--- src/rtl/reglist_seq_encoder.sv ---
// Sequential priority encoder for LDM/STM register lists: emits one register index per accepted
// transfer. Define REGLIST_DESC_EN to emit highest register first instead of lowest.
module reglist_seq_encoder #(
   parameter int LIST_W = 16,
   parameter int IDX_W  = 4,
   parameter int CNT_W  = 5
) (
   input  logic              clk,
   input  logic              reset,
   input  logic              start,
   input  logic [LIST_W-1:0] reg_list,
   input  logic              advance,
   output logic [IDX_W-1:0]  idx,
   output logic              valid,
   output logic              last,
   output logic              busy,
   output logic              done,
   output logic              empty,
   output logic [CNT_W-1:0]  count
);

   localparam logic [1:0] IDLE = 2'd0;
   localparam logic [1:0] RUN  = 2'd1;
   localparam logic [1:0] FIN  = 2'd2;

   logic [1:0]        state_q, state_d;
   logic [LIST_W-1:0] pending_q, pending_d;
   logic [CNT_W-1:0]  count_q, count_d;
   logic              empty_q, empty_d;

   logic [IDX_W-1:0]  sel_idx;
   logic [CNT_W-1:0]  list_cnt;
   logic              single;

   // Later loop iterations win, so the scan runs away from the preferred end.
   always_comb begin
      sel_idx = '0;
`ifdef REGLIST_DESC_EN
      for (int i = 0; i < LIST_W; i++) begin
         if (pending_q[i]) sel_idx = IDX_W'(i);
      end
`else
      for (int i = LIST_W - 1; i >= 0; i--) begin
         if (pending_q[i]) sel_idx = IDX_W'(i);
      end
`endif
   end

   always_comb begin
      list_cnt = '0;
      for (int i = 0; i < LIST_W; i++) begin
         list_cnt = list_cnt + CNT_W'(reg_list[i]);
      end
   end

   assign single = (pending_q != '0) && ((pending_q & (pending_q - LIST_W'(1))) == '0);

   always_comb begin
      state_d   = state_q;
      pending_d = pending_q;
      count_d   = count_q;
      empty_d   = empty_q;
      case (state_q)
         IDLE: begin
            if (start) begin
               pending_d = reg_list;
               count_d   = list_cnt;
               empty_d   = (reg_list == '0);
               state_d   = (reg_list == '0) ? FIN : RUN;
            end
         end
         RUN: begin
            if (advance) begin
               pending_d = pending_q & ~(LIST_W'(1) << sel_idx);
               if (single) state_d = FIN;
            end
         end
         FIN: state_d = IDLE;
         default: state_d = IDLE;
      endcase
   end

   always_ff @(posedge clk) begin
      if (reset) begin
         state_q   <= IDLE;
         pending_q <= '0;
         count_q   <= '0;
         empty_q   <= 1'b0;
      end else begin
         state_q   <= state_d;
         pending_q <= pending_d;
         count_q   <= count_d;
         empty_q   <= empty_d;
      end
   end

   always_comb begin
      valid = (state_q == RUN);
      idx   = valid ? sel_idx : '0;
      last  = valid && single;
      busy  = (state_q != IDLE);
      done  = (state_q == FIN);
      empty = done && empty_q;
      count = count_q;
   end

endmodule

--- config.mk ---
export PLATFORM = sky130hd
export DESIGN_NAME = reglist_seq_encoder
export DESIGN_NICKNAME = d
export VERILOG_FILES = /design/src/rtl/reglist_seq_encoder.sv
export SDC_FILE = /design/constraint.sdc
export NUM_CORES = 1
export LEC_CHECK = 0
export ABC_AREA = 1
export ABC_CLOCK_PERIOD_IN_PS = 4600
export CAP_MARGIN = 10
export CORE_MARGIN = 3
export CORE_UTILIZATION = 50
export CTS_CLUSTER_DIAMETER = 30
export CTS_CLUSTER_SIZE = 25
export DETAILED_ROUTE_END_ITERATION = 8
export GPL_TIMING_DRIVEN = 0
export PLACE_DENSITY = 0.86
export SLEW_MARGIN = 10
export SYNTH_ARGS = -nofsm -noshare
export SYNTH_HDL_FRONTEND = slang
export SYNTH_SLANG_ARGS = --single-unit
--- constraint.sdc ---
create_clock -name clk -period 4.6 [get_ports clk]
set_input_delay 0.92 -clock clk [delete_from_list [all_inputs] [get_ports clk]]
set_output_delay 0.92 -clock clk [all_outputs]
set_load 0.02 [all_outputs]
==> reports/summary.md <==
The count of max-cap constraint violations is 0, and the max-slew violation total from the final report is 0. Summed over all layers, the routed wires come to 4960 um. The portion of total power attributed to combinational logic was 64.4%; the cell count after synthesis was 262. Of all nets on the critical path, the largest fanout is 3. The number of enable-type register cells in the synthesized netlist came out at 0.

The path category of the worst min-delay check was reg -> reg. Of the synthesized area, sequential elements account for 25.2%. The final critical-path required period came out at 4350 ps. For the area of the mapped netlist, the log shows 1910 um2. The logs give 24.7% for the proportion of power drawn by flip-flops and latches and 0.303 mV for the worst-case vdd ir drop.

The run finished with clean final reports. The setup check on the worst reg-to-reg path leaves a slack of 2800 ps. Once the clock tree was built, the setup fixing pass inserted 0 buffers. The net load switching power was 685 uW; the vias after detailed routing was 1857. Of the total power, the share spent switching nets is 49.8%. The total area inside the core boundary comes to 3490 um2. For the post-synthesis cell type count, the log shows 30.

The repair_antennas step left the layout with diodes totalling 0. For the pin with the worst max-slew slack, the measured transition is 689 ps. The first-pass GRT wire length is 8330 um, and the clock network fraction of design power is 10.9%. Top cell type by total area after synthesis: dfxtp_1.

Entering global routing, the biggest net connects 14 pins. In the routed layout, each cell is associated on average with a via count of 5.40. Counting flops and latches in the post-synthesis netlist gives 24.

The leakage power summed over all cells is 1.02 nW, and the remaining max-slew budget at the tightest pin is 54.1%. The global-route usage over all layers was 23.7%; the chip height was 67.8 um. After the last flow step, the layout net total stands at 335.

The post-cts resize count came out at 0. The number of global-route vias before repair came out at 1829. The area added between synthesis and finish came out at 22.7%. The most instantiated library cell after synthesis was inv_1. The source of the worst register-to-register timing path is pending_q[2]. The cell at the root of the clock tree is clkbuf_8. The floorplan step set the die width to 67.8 um. The row count is 21. The global placer's final weighted congestion is 0.945.

CTS buffer count: 3. Hold timing on the final database bottoms out at a slack of 479 ps. For this run, the detailed router's first-pass iteration total came to 5. The mean cell area of the mapped netlist was 7.29 um2; the area of all sequential standard cells was 480 um2. STA puts the critical path data arrival time at 4560 ps. In this run the worst setup path begins at reg_list[0]. The initial utilization of the core area, before any placement, comes to 54.6%.

Setup repair after global routing left no endpoint under its margin. The number of warnings printed during yosys synthesis was 0; the final-report setup violation count was 0. Among all flip-flop cells after synthesis, the most frequent one is dfxtp_1.

Clock insertion delay at the later pin of the skew report: 270 ps. STA classifies the critical path endpoint as a flop. The number of placed I/O pins came out at 34. In this run the power density over the cells is 587 nW/um2. The initial antenna violation count came out at 0.

The run gives 0.230 GHz as the fmax. When the netlist entered floorplanning its net count stood at 298. The post-route netlist has 10.1% of its cells at a drive strength greater than 1. The count of buffers added on input and output ports is 32. The multi-input combinational cells in the finished layout cover a total of 1170 um2.

The cell-internal power is 690 uW, and the total global routing overflow is 0. STA classifies the critical path startpoint as an input pin. Counting flops with an async set or reset pin after synthesis yields a share of 0%.

In this run the remaining antenna-violating nets after routing total 0. The detailed placer's ending HPWL was 3870 um; the maximum clock insertion buffer count was 2. The run gives 202 as the starting DRC count in detailed routing. TritonCTS built the clock tree. Sorting the synthesized cells by area gives the leading types as dfxtp_1, fa_1, inv_1, a221oi_2, nand2_1. The maximum level of the CTS H-tree was 1. The floorplan step defined a die boundary enclosing 4600 um2. In this run the biggest area consumer among cell types represents 25.2% of the synthesized area. The clock net in this run drives a total of 24 sinks. The source of the worst hold timing path was empty_q. Clock skew on the completed layout was measured at 2.66 ps. Final number of hold-violating endpoints: 0.

The DRC violation count after routing is 0. Worst setup path category: in -> reg. The run gives 4800 ps as the required time of the critical path. The number of filler cells placed in the layout was 315. In this run, post-CTS hold repair placed 0 buffers. The clock slew seen by the registers of the worst setup and hold paths was 90 ps. The total power draw came out at 1.38 mW.

After detailed routing, the average wire length per cell comes to 14.4 um. By count the netlist is led by inv_1, nand2_1, nor2_1. In the finished design, the share of the clock period the worst path needs comes to 94.6%.
==> area by class of cell <==
| type | instances | share of cell area (%) |
|---|---|---|
| clock buffer | 4 | 2.35 |
| timing repair buffer | 32 | 13.7 |
| sequential | 24 | 20.5 |
| buffer | 7 | 1.98 |
| tap | 46 | 2.46 |
| inverter | 55 | 8.92 |
| multi-input combinational | 176 | 50.1 |
==> worst paths after layout <==
check,end,depth (start not counted)
setup / recovery,count[4],13
hold / removal,empty_q,2
setup reg to reg,state_q[0],10
hold reg to reg,empty_q,2
==> registers in the layout, indices dropped and copies added, names as in the netlist <==
register   count
count          5
empty_q        1
state_q        2
pending_q     16
==> power groups by stage <==
stage          Sequential, mW  Clock [mW]  Combinational (mW)
3_3_place_gp            0.338           0               0.852
3_5_place_dp            0.342           0               0.867
4_1_cts                 0.337       0.150               0.876
6_report                0.340       0.150               0.885
2_1_floorplan           0.340           0               0.626
5_1_grt                 0.350       0.156               0.988
==> metrics by stage <==
stage | cells | setup WS, ps | area, um2 | util, % | setup TNS [ps]
4_1_cts | 344 | 245 | 2340 | 67.0 | 0
2_1_floorplan | 262 | 708 | 1910 | - | 0
3_3_place_gp | 340 | 10.7 | 2290 | 65.4 | 0
3_5_place_dp | 340 | -3.50 | 2290 | 65.4 | -3.50
5_1_grt | 344 | 79.2 | 2340 | 67.0 | 0
6_report | 344 | 247 | 2340 | 67.0 | 0
==> cell usage in the layout (no fill, tap or decap), types with 3 or more instances in the layout <==
cell	Yosys	routed
dfxtp_1	24	24
inv_1	51	51
o21ai_0	14	14
a21oi_1	24	24
nor2_1	31	31
ha_1	6	6
fa_1	10	10
nand2_1	38	38
nand3_1	12	12
clkdlybuf4s50_1	0	32
clkbuf_1	3	3
nor3_1	5	5
clkbuf_8	0	4
a221oi_2	12	12
inv_2	3	3
nor4_1	3	3
o211ai_1	6	6
==> cells by family (layout without fill, tap and decap cells) <==
| kind of cell | count (synthesis) | in the layout | synth area share, % |
|---|---|---|---|
| buffers and inverters | 62 | 98 | 13.4 |
| AO/OA/AOI/OAI | 63 | 63 | 24.8 |
| flip-flops | 24 | 24 | 25.2 |
| adder cells (fa/ha/maj) | 16 | 16 | 14.4 |
| XOR/XNOR | 1 | 1 | 0.459 |
| AND/OR/NAND/NOR | 96 | 96 | 21.8 |
==> layer usage <==
metal | vias to the layer above | part of all wire [%] | global-route usage (%)
li1 | 940 | - | -
met1 | 855 | 47 | 32.2
met2 | 59 | 47 | 39.7
met3 | 3 | 5.0 | 3.99
met4 | 0 | 0.42 | 4.22
met5 | - | 0 | 0
==> critical path, cell delays in order <==
cell and delay, ps:
clkdlybuf4s50_1 480, fa_1 570, inv_1 60, fa_1 470, fa_1 530, fa_1 410
inv_1 80, ha_1 170, inv_1 60, fa_1 410, nor2_1 120, o211ai_1 100
a21oi_1 170
(Power assumes the default switching activity.)
